==> config.mk <==
export PLATFORM = sky130hd
export DESIGN_NAME = count_seg_display_flat
export DESIGN_NICKNAME = d
export VERILOG_FILES = /design/src/rtl/count_seg_display_if.sv /design/src/rtl/count_seg_display.sv /design/src/flat_wrapper.sv
export SDC_FILE = /design/constraint.sdc
export NUM_CORES = 1
export LEC_CHECK = 0
export ABC_AREA = 1
export CAP_MARGIN = 30
export CORE_MARGIN = 2
export CORE_UTILIZATION = 35
export CTS_BUF_LIST = sky130_fd_sc_hd__clkbuf_8
export CTS_CLUSTER_SIZE = 28
export DETAILED_ROUTE_END_ITERATION = 7
export PLACE_DENSITY = 0.5
export RECOVER_POWER = 100
export SYNTH_ARGS = -nofsm -noshare
export SYNTH_HDL_FRONTEND = slang
export SYNTH_SLANG_ARGS = --single-unit
==> constraint.sdc <==
create_clock -name clk -period 5.7 [get_ports clk]
set_clock_uncertainty 0.1 [all_clocks]
set_input_delay 1.14 -clock clk [delete_from_list [all_inputs] [get_ports clk]]
set_output_delay 1.14 -clock clk [all_outputs]
set_load 0.01 [all_outputs]
==> src/rtl/count_seg_display_if.sv <==
// Bundles the count input with the BCD result and display pin signals.
// The master drives the count; the slave is the display converter itself.
interface count_seg_display_if;
   logic [7:0]  value;
   logic [11:0] bcd;
   logic        bcd_valid;
   logic [6:0]  seg;
   logic        dp;
   logic [3:0]  an;

   modport master (output value, input bcd, bcd_valid, seg, dp, an);
   modport slave  (input value, output bcd, bcd_valid, seg, dp, an);
endinterface

==> src/rtl/count_seg_display.sv <==
// Converts an 8-bit count to three BCD digits with a sequential double-dabble, then
// scans them onto a multiplexed seven-segment display with optional leading-zero blanking.
module count_seg_display #(
   parameter int SCAN_DIV   = 50000,
   parameter bit BLANK_LEAD = 1'b1,
   parameter bit ACTIVE_LOW = 1'b1
) (
   input logic                 clk,
   input logic                 rst,
   count_seg_display_if.slave  io_disp
);

   localparam int CNT_W = (SCAN_DIV > 1) ? $clog2(SCAN_DIV) : 1;
   localparam logic OFF_LVL = ACTIVE_LOW;

   typedef enum logic [1:0] {IDLE, SHIFT, DONE} state_t;

   state_t       r_state, w_nextState;
   logic [7:0]   r_valueLat;
   logic [19:0]  r_shreg;
   logic [2:0]   r_i;
   logic [11:0]  r_bcd;
   logic         r_bcdValid;
   logic         w_load, w_shift, w_done;
   logic [19:0]  w_adj;

   logic [CNT_W-1:0] r_cnt;
   logic [1:0]       r_idx;
   logic             w_wrap;
   logic [3:0]       w_digit;
   logic             w_blank;
   logic [6:0]       w_segHigh;
   logic [3:0]       w_anHigh;
   logic [6:0]       r_seg;
   logic [3:0]       r_an;

   function automatic logic [6:0] decode(input logic [3:0] d);
      case (d)
         4'd0:    decode = 7'b0111111;
         4'd1:    decode = 7'b0000110;
         4'd2:    decode = 7'b1011011;
         4'd3:    decode = 7'b1001111;
         4'd4:    decode = 7'b1100110;
         4'd5:    decode = 7'b1101101;
         4'd6:    decode = 7'b1111101;
         4'd7:    decode = 7'b0000111;
         4'd8:    decode = 7'b1111111;
         4'd9:    decode = 7'b1101111;
         default: decode = 7'b0000000;
      endcase
   endfunction

   always_ff @(posedge clk or posedge rst) begin
      if (rst) r_state <= IDLE;
      else     r_state <= w_nextState;
   end

   // A new conversion starts only from IDLE, so changes during SHIFT/DONE are picked up afterwards.
   always_comb begin
      w_nextState = r_state;
      case (r_state)
         IDLE:    if (io_disp.value != r_valueLat) w_nextState = SHIFT;
         SHIFT:   if (r_i == 3'd7) w_nextState = DONE;
         DONE:    w_nextState = IDLE;
         default: w_nextState = IDLE;
      endcase
   end

   always_comb begin
      w_load  = (r_state == IDLE) && (io_disp.value != r_valueLat);
      w_shift = (r_state == SHIFT);
      w_done  = (r_state == DONE);
   end

   always_comb begin
      w_adj = r_shreg;
      for (int k = 0; k < 3; k++) begin
         if (r_shreg[8+4*k +: 4] >= 4'd5) w_adj[8+4*k +: 4] = r_shreg[8+4*k +: 4] + 4'd3;
      end
   end

   always_ff @(posedge clk or posedge rst) begin
      if (rst) begin
         r_valueLat <= 8'd0;
         r_shreg    <= 20'd0;
         r_i        <= 3'd0;
         r_bcd      <= 12'd0;
         r_bcdValid <= 1'b0;
      end else begin
         r_bcdValid <= 1'b0;
         if (w_load) begin
            r_valueLat <= io_disp.value;
            r_shreg    <= {12'd0, io_disp.value};
            r_i        <= 3'd0;
         end
         if (w_shift) begin
            r_shreg <= {w_adj[18:0], 1'b0};
            r_i     <= r_i + 3'd1;
         end
         if (w_done) begin
            r_bcd      <= r_shreg[19:8];
            r_bcdValid <= 1'b1;
         end
      end
   end

   assign w_wrap = (r_cnt == CNT_W'(SCAN_DIV - 1));

   always_ff @(posedge clk or posedge rst) begin
      if (rst) begin
         r_cnt <= '0;
         r_idx <= 2'd0;
      end else if (w_wrap) begin
         r_cnt <= '0;
         r_idx <= (r_idx == 2'd2) ? 2'd0 : r_idx + 2'd1;
      end else begin
         r_cnt <= r_cnt + 1'b1;
      end
   end

   // Display reads only the registered bcd so an in-flight conversion never shows.
   always_comb begin
      w_digit  = r_bcd[3:0];
      w_blank  = 1'b0;
      w_anHigh = 4'b0001;
      case (r_idx)
         2'd1: begin
            w_digit  = r_bcd[7:4];
            w_blank  = BLANK_LEAD && (r_bcd[11:8] == 4'd0) && (r_bcd[7:4] == 4'd0);
            w_anHigh = 4'b0010;
         end
         2'd2: begin
            w_digit  = r_bcd[11:8];
            w_blank  = BLANK_LEAD && (r_bcd[11:8] == 4'd0);
            w_anHigh = 4'b0100;
         end
         default: ;
      endcase
      w_segHigh = decode(w_digit);
      if (w_blank) begin
         w_anHigh  = 4'b0000;
         w_segHigh = 7'b0000000;
      end
   end

   always_ff @(posedge clk or posedge rst) begin
      if (rst) begin
         r_seg <= {7{OFF_LVL}};
         r_an  <= {4{OFF_LVL}};
      end else begin
         r_seg <= ACTIVE_LOW ? ~w_segHigh : w_segHigh;
         r_an  <= ACTIVE_LOW ? ~w_anHigh  : w_anHigh;
      end
   end

   assign io_disp.bcd       = r_bcd;
   assign io_disp.bcd_valid = r_bcdValid;
   assign io_disp.seg       = r_seg;
   assign io_disp.dp        = OFF_LVL;
   assign io_disp.an        = r_an;

endmodule
==> src/flat_wrapper.sv <==
// flat-port wrapper written by rule: the top's interface ports become plain ports
module count_seg_display_flat 
#(
   parameter int SCAN_DIV   = 50000,
   parameter bit BLANK_LEAD = 1'b1,
   parameter bit ACTIVE_LOW = 1'b1
)
  (clk, rst, io_disp_value, io_disp_bcd, io_disp_bcd_valid, io_disp_seg, io_disp_dp, io_disp_an);
  count_seg_display_if io_disp_i ();
  input logic clk;
  input logic rst;
  input wire logic [$bits(io_disp_i.value)-1:0] io_disp_value;
  output wire logic [$bits(io_disp_i.bcd)-1:0] io_disp_bcd;
  output wire logic [$bits(io_disp_i.bcd_valid)-1:0] io_disp_bcd_valid;
  output wire logic [$bits(io_disp_i.seg)-1:0] io_disp_seg;
  output wire logic [$bits(io_disp_i.dp)-1:0] io_disp_dp;
  output wire logic [$bits(io_disp_i.an)-1:0] io_disp_an;
  assign io_disp_i.value = io_disp_value;
  assign io_disp_bcd = io_disp_i.bcd;
  assign io_disp_bcd_valid = io_disp_i.bcd_valid;
  assign io_disp_seg = io_disp_i.seg;
  assign io_disp_dp = io_disp_i.dp;
  assign io_disp_an = io_disp_i.an;
  count_seg_display #(.SCAN_DIV(SCAN_DIV), .BLANK_LEAD(BLANK_LEAD), .ACTIVE_LOW(ACTIVE_LOW)) u_core (.clk(clk), .rst(rst), .io_disp(io_disp_i));
endmodule
==> metrics.md, run 1 <==
| Metric | Value |
|---|---|
| Leading cell types by total area after synthesis | dfrtp_1, nand2_1, dfstp_2 |
| Type of the worst setup path | primary input to register |
| Average cell area after synthesis | 8.31 um^2 |
| Layout cells sized above 1 | 0.0948 |
| Number of gates resized after CTS | 0 |
| Worst Max-Slew Pin Slew | 1.47 ns |
| Power per unit of standard cell area | between 400 and 500 mW/mm^2 |
| Die boundary width | 109 um |
| Total area of sequential cells | approximately 0.0019 mm^2 |
| Hold-fix buffers at CTS | 0 |
| Synth warnings | 0 |
| Nets | between 500 and 600 |
| Effective utilization at floorplan | 0.356 |
| Violations in the final reports | max-capacitance violations |
| Top fanout value on the critical path | 40 |
| Proportion of netlist area held by the largest area contributor | 0.419 |
| Yosys cell types | 32 |
| IO buf count | 32 |
| Worst slack after detailed placement | 2.53 ns |
| Worst ir drop on vdd | 0.000162 V |
| Dpl hpwl | ~5100 um |
| Sequential element share of the synthesized area | 0.488 |
| Root buffer cell | clkbuf_8 |
| Pin count of the biggest net entering global routing | 41 |
| Clock buffer depth | 2 |
| Final number of setup-violating endpoints | 0 |
| Run status | finished, violations left |
| Setup TNS | 0 ns |
| Data required time of the worst path | 5.85 ns |
| Minimum setup slack in the final design | between 2 and 2.5 ns |
| Leakage dissipation | between 2 and 2.5 nW |
| Number of max-cap violations | 1 |
| Post-route clock period utilization | 0.622 |
| Max-Slew Margin vs Limit | 0.0168 |
| FMAX | 0.282 GHz |
| Routed WL | 7410 um |
| Startpoint of the worst setup timing path | io_disp_value[5] |
| Number of iterations in the first detailed-routing pass | 5 |
| Synth Cell Area | 0.00382 mm^2 |
| Die Footprint | 0.0118 mm^2 |
| Number of antenna cells inserted | 0 |
| RSZ-0062 raised after global routing | no |
| CTS tree | built |
| Max-slew violation count | 0 |
| Worst r2r src | u_core.r_valueLat[2]$_DFFE_PP0P_ |
| Antenna viol nets, final | 0 |
| Final period demand of the worst path | between 3 and 4 ns |
| Start point of the worst min-delay path | u_core.r_cnt[0]$_DFF_PP0_ |
| Area taken by multi-input logic gates | roughly 0.0016 mm^2 |
| Height of the chip | 109 um |
| Vias per cell | 4.61 |
| Total of fill cells in the finished design | roughly 1100 |
| Arrival @ worst endpoint | 3.69 ns |
| Number of synthesized register bits | 74 |
| Total gr overflow | 0 |
| Kind of start point of the critical path | primary input |
| Biggest area consumer among synthesized cells | dfrtp_1 |
| Clock Latency Late Sink | between 0.3 and 0.4 ns |
| Nature of the critical path endpoint | register |
| Number of instances in the synthesized netlist | 460 |
| Clock net sink count | 74 |
| Synth-to-Final Area Change | 15.2% |
| Number of hold-slack violations in the final timing report | 0 |
| Post-CTS setup-driven buffer insertion count | 0 |
| Post-route DRC violation count | 0 |
| Total vias in the final route | 2930 |
| Number of standard-cell rows in the floorplan | 38 |
| Per-cell routed wire length | 11.6 um |
| Detailed router's first-iteration violation count | 145 |
| Core Area | 0.0107 mm^2 |
| Worst min-delay path category | register to register |
| Wire length of the first global-routing pass | 12800 um |
| Total I/O pin count | 35 |
| Antenna violations before repair | 0 |
| Count of H-tree levels built during CTS | 3 |
| Overall fraction of global-route tracks in use | 0.139 |
| Routability congestion estimate from global placement | between 0.7 and 0.8 |
| Number of global-route vias before repair | 2758 |
| CTS buffer count | 9 |
| Clock transition at the registers of the reported paths | 0.08 ns |
## power by group
part	leakage [nW]	internal, W	switching [W]
Clock	0.106	0.000250	0.000213
Sequential	0.913	0.000717	0.000126
Combinational	1.11	0.000316	0.000464
## worst max-delay path, cell delays in order
cell           delay (ns)
dlygate4sd3_1        0.57
xnor2_1              0.16
nand2_1              0.07
nor2_1               0.12
nand2_1              0.08
nand2_1              0.91
nand2_1              0.42
nand2_1              0.16
nand2_1              0.05
## synthesized netlist by cell type
library cell  instances
clkinv_2              1
and3_2                1
nand4_4               1
a21oi_1              13
or2_1                 1
nand3_1              38
inv_2                 8
nand2_4               1
buf_2                 5
nor3_1                6
dfrtp_1              64
o21ai_2               2
nor2_2                3
buf_4                 5
nor2_4                4
o21ai_0              34
dfstp_2              10
or2_2                 1
o211ai_1              6
conb_1                1
clkbuf_1              2
nor2_1               22
nand4_1               3
nand2_2               7
inv_1                54
ha_1                 18
a21oi_2               1
xnor2_1               3
nand2_1             122
xor2_1                6
o21ai_1              15
buf_6                 2
## area by class of cell
class	count	area share
Inverter	63	0.0540
Timing Repair Buffer	33	0.0744
Clock buffer	9	0.0281
Sequential cell	74	0.423
Clock inverter	7	0.0230
Tap cell	140	0.0398
Multi-Input combinational cell	310	0.357
## placed cells by master, fill, tap and decap left out, types with 3 or more instances in the layout
master and count:
nand2_1 126, dfrtp_1 64, inv_1 54, o21ai_0 47
nand3_1 38, nor2_1 26, dlygate4sd3_1 25, ha_1 18
a21oi_1 14, dfstp_2 10, clkbuf_8 9, inv_2 8
clkdlybuf4s50_1 7, nor3_1 6, xor2_1 6, o211ai_1 6
nand2_2 4, nand4_1 4, xnor2_1 3
## stage by stage
step / hold slack, ns / instance area, um^2 / cells / total power, W / util
floorplan: 0.332 / 3830 / 461 / 0.00144 / -
global placement: 0.357 / 4240 / 620 / 0.00167 / 0.394
detailed placement: 0.362 / 4240 / 620 / 0.00169 / 0.394
CTS: 0.374 / 4460 / 636 / 0.00216 / 0.415
global route: 0.404 / 4400 / 636 / 0.00230 / 0.410
finish: 0.371 / 4400 / 636 / 0.00209 / 0.410
## flip-flops by register name (all words and copies together), names as in the netlist
| register | count |
|---|---|
| u_core.r_shreg | 20 |
| u_core.r_cnt | 16 |
| u_core.io_disp.bcd | 12 |
| u_core.r_valueLat | 8 |
| u_core.io_disp.seg | 7 |
| u_core.io_disp.an | 3 |
| u_core.r_i | 3 |
| u_core.r_idx | 2 |
| u_core.r_state | 2 |
| u_core.io_disp.bcd_valid | 1 |
## path summary, 6_finish.rpt
kind	to	slack (ns)	depth (start not counted)
hold reg to reg	u_core.r_cnt[0]$_DFF_PP0_	0.37	1
hold / removal	u_core.r_cnt[0]$_DFF_PP0_	0.37	1
min in group asynchronous	u_core.r_valueLat[2]$_DFFE_PP0P_	1.56	2
setup / recovery	u_core.r_shreg[4]$_DFFE_PP0P_	2.16	9
max in group asynchronous	u_core.io_disp.seg[4]$_DFF_PP1_	2.71	3
setup reg to reg	u_core.r_shreg[4]$_DFFE_PP0P_	3.11	10
## routing by layer
layer  part of all wire  wire length (um)  vias up  GRT usage
met3              0.041               306       12     0.0386
met4              0.015               110        0     0.0485
met2               0.45              3330       53      0.213
li1                   -                 -     1524          -
met1               0.49              3660     1341      0.189
met5                  0                 0        -          0
## logic make-up (layout without fill, tap and decap cells)
logic type                 after synthesis  in the layout  synth area share
AOI/OAI and AO/OA                       71             71            0.0998
xor gates and xnor gates                 9              9            0.0206
adders and majority gates               18             18            0.0589
buffers and inverters                   77            112            0.0864
DFF                                     74             74             0.488
other                                    1              2          0.000981
and+or+nand+nor                        210            210             0.246
Note: power is estimated with default switching activity, not from simulation.
==> run 2: changes to the inputs <==
--- a/config.mk
+++ b/config.mk
@@ -12,7 +12,7 @@
 export CTS_BUF_LIST = sky130_fd_sc_hd__clkbuf_8
 export CTS_CLUSTER_SIZE = 28
 export DETAILED_ROUTE_END_ITERATION = 7
-export PLACE_DENSITY = 0.5
+export PLACE_DENSITY = 0.52
 export RECOVER_POWER = 100
 export SYNTH_ARGS = -nofsm -noshare
 export SYNTH_HDL_FRONTEND = slang
==> constraint.sdc (replaced) <==
create_clock -name clk -period 3.24 [get_ports clk]
set_clock_uncertainty 0.1 [all_clocks]
set_input_delay 0.648 -clock clk [delete_from_list [all_inputs] [get_ports clk]]
set_output_delay 0.648 -clock clk [all_outputs]
set_load 0.01 [all_outputs]
==> run 2 against run 1 <==
Compared with the run above:
- the run now ends clean
- register-to-register slack got worse by 2.3 ns
- first-iteration DRC count is 28% lower
- global-route usage up 0.20 points
- count of clock-buffer cells in the layout up 1
- routed wire length up 1.5%
- sequential share of layout area fell by 0.53 points
- final cell count grew 0.47%
- critical path depth fell by 1
==> metrics.md, run 2 (same netlist as run 1, synthesis figures left out) <==
| Metric | Value |
|---|---|
| Worst Max-Slew Pin Slew | 1.22 ns (-0.249 ns) |
| Total of fill cells in the finished design | 1108 (-3.3%) |
| Per-cell routed wire length | 11.8 um (+1.0%) |
| Clock buffer depth | 2 (unchanged) |
| Setup TNS | 0 ns (unchanged) |
| Total I/O pin count | 35 (unchanged) |
| Effective utilization at floorplan | 0.356 (unchanged) |
| Dpl hpwl | 5400 um (+5.3%) |
| Post-route DRC violation count | 0 (unchanged) |
| Total vias in the final route | 2971 (+1.4%) |
| Synth-to-Final Area Change | 16.7% |
| Total gr overflow | 0 (unchanged) |
| IO buf count | 32 (unchanged) |
| Worst ir drop on vdd | 0.000376 V (+130%) |
| RSZ-0062 raised after global routing | no |
| Fin Hold WS | 0.358 ns (-0.0134 ns) |
| Clock transition at the registers of the reported paths | 0.08 ns (about the same) |
| Max-Slew Margin vs Limit | 0.182 (+0.165) |
| Hold-fix buffers at CTS | 0 (unchanged) |
| Die Footprint | 0.0118 mm^2 (unchanged) |
| Most common cell after layout, fill and taps aside | nand2_1 |
| Clock power frac | 0.217 (-0.005) |
| Root buffer cell | clkbuf_8 |
| Start point of the worst min-delay path | u_core.r_cnt[0]$_DFF_PP0_ |
| Run status | finished, final reports clean |
| Routed WL | 7520 um (+1.5%) |
| Register-to-Register Setup Slack | 0.84 ns (-2.27 ns) |
| Die boundary width | 109 um (unchanged) |
| Worst R2R Path Depth | 8 (-2) |
| Final period demand of the worst path | 2.40 ns |
| Worst r2r dst | u_core.io_disp.seg[3]$_DFF_PP1_ |
| Type of the worst setup path | register to register |
| Number of iterations in the first detailed-routing pass | 4 (-1) |
| Max-slew violation count | 0 (unchanged) |
| Non-Filler Cell Area, Final | 0.00446 mm^2 (+1.3%) |
| Arrival @ worst endpoint | 2.59 ns (-1.10 ns) |
| Overall fraction of global-route tracks in use | 0.141 (+0.00196) |
| Antenna viol nets, final | 0 (unchanged) |
| Antenna violations before repair | 0 (unchanged) |
| Endpoint, Worst Hold | u_core.r_cnt[0]$_DFF_PP0_ |
| Number of standard-cell rows in the floorplan | 38 (unchanged) |
| Leading cell types in the layout, fill and taps excluded | nand2_1, dfrtp_1, inv_1 |
| Kind of start point of the critical path | register |
| Share of the core filled with cells in the final layout | 0.415 (+0.00524) |
| Internal power consumption | 0.00230 W (+79%) |
| Register containing the most flip-flops in the final layout | u_core.r_shreg |
| Number of hold-slack violations in the final timing report | 0 (unchanged) |
| Max FFs per register | 20 (unchanged) |
| Pin count of the biggest net entering global routing | 37 (-9.8%) |
| Post-CTS setup-driven buffer insertion count | 0 (unchanged) |
| Top fanout value on the critical path | 10 (-75%) |
| Sw power | 0.00143 W (+78%) |
| Flop pwr share | 0.399 (-0.005) |
| Layout cells sized above 1 | 0.100 (+0.00544) |
| Worst r2r src | u_core.r_idx[0]$_DFFE_PP0N_ |
| Nature of the critical path endpoint | register |
| Power share of the combinational group | 0.384 (+0.010) |
| Clock Latency Late Sink | 0.36 ns (about the same) |
| CTS tree | built |
| Clock net sink count | 74 (unchanged) |
| Power per unit of standard cell area | 837 mW/mm^2 (+77%) |
| Post-route clock period utilization | 0.739 |
| Final number of setup-violating endpoints | 0 (unchanged) |
| Cell count of the worst hold path | 1 (unchanged) |
| Number of gates resized after CTS | 0 (unchanged) |
| Leakage dissipation | 2.16 nW (+1.2%) |
| Number of max-cap violations | 0 (-1) |
| Count of H-tree levels built during CTS | 3 (unchanged) |
| Detailed router's first-iteration violation count | 105 (-28%) |
| Number of antenna cells inserted | 0 (unchanged) |
| Wire length of the first global-routing pass | 13000 um (+1.8%) |
| Data required time of the worst path | 3.44 ns (-2.41 ns) |
| Number of global-route vias before repair | 2860 (+3.7%) |
| CTS buffer count | 9 (unchanged) |
| Routability congestion estimate from global placement | 0.749 (+2.7%) |
| Core Area | 0.0107 mm^2 (unchanged) |
| Switching Share | 0.384 (-0.00112) |
| Placement Cell Area | 0.00429 mm^2 (+1.1%) |
| Worst min-delay path category | register to register |
| Nets | 522 (+0.58%) |
| Vias per cell | 4.65 (+0.92%) |
| FMAX | 0.418 GHz |
| Height of the chip | 109 um (unchanged) |
## run 2: cell count changes in the layout (fill, tap and decap cells not counted), sizes merged
| cell | previous run | this run |
|---|---|---|
| clkbuf | 9 | 12 |
| inv | 64 | 62 |
| clkinv | 1 | 3 |
| buf | 1 | 2 |
| clkinvlp | 3 | 2 |
## run 2: routing by layer
metal	share of wire	vias up	global-route usage	wire length (um)
met3	0.032	12	0.0350	242
met1	0.49	1390	0.183	3690
met5	0	-	0	0
li1	-	1528	-	-
met2	0.46	41	0.224	3460
met4	0.018	0	0.0595	133
## run 2: power groups by stage
stage,clock [W],combinational [W],sequential [W]
after floorplan,0,0.00104,0.00150
after global placement,0,0.00147,0.00151
after detailed placement,0,0.00151,0.00151
after CTS,0.000829,0.00151,0.00150
after global routing,0.000883,0.00168,0.00153
final,0.000810,0.00143,0.00149
## run 2: final cells by class
class | count | area (um^2) | share of cell area
flip-flops and latches | 74 | 1860 | 0.418
multi-input cells | 310 | 1590 | 0.356
repair buffers | 36 | 368 | 0.0825
inverters | 63 | 238 | 0.0533
well taps | 140 | 175 | 0.0393
clock buffers | 10 | 138 | 0.0309
clock inverters | 6 | 90.1 | 0.0202
## run 2: metrics by stage
step / worst slack (ns) / std cells / power [W]
final: 0.845 / 639 / 0.00373
after CTS: 0.969 / 639 / 0.00383
after detailed placement: 0.855 / 623 / 0.00302
after floorplan: 0.627 / 461 / 0.00254
after global routing: 0.531 / 639 / 0.00409
after global placement: 0.863 / 623 / 0.00298
## run 2: worst max path at each step
stage	from	to	slack, ns	depth (start not counted)
2_1_floorplan	rst	u_core.io_disp.bcd[0]$_DFFE_PP0P_	0.63	1
3_3_place_gp	io_disp_value[0]	u_core.r_state[0]$_DFFE_PP0P_	0.86	9
3_5_place_dp	io_disp_value[0]	u_core.r_state[0]$_DFFE_PP0P_	0.85	9
4_1_cts	u_core.r_idx[0]$_DFFE_PP0N_	u_core.io_disp.seg[3]$_DFF_PP1_	0.97	9
5_1_grt	rst	u_core.io_disp.bcd[6]$_DFFE_PP0P_	0.53	3
6_report	u_core.r_idx[0]$_DFFE_PP0N_	u_core.io_disp.seg[3]$_DFF_PP1_	0.84	8
## run 2: critical path, stage by stage, from the launching register on
cell     delay [ns]
dfrtp_1        0.38
inv_1          0.08
ha_1           0.50
inv_1          0.10
o21ai_0        0.48
ha_1           0.32
or2_0          0.23
nand3_1        0.08
nand2_1        0.06
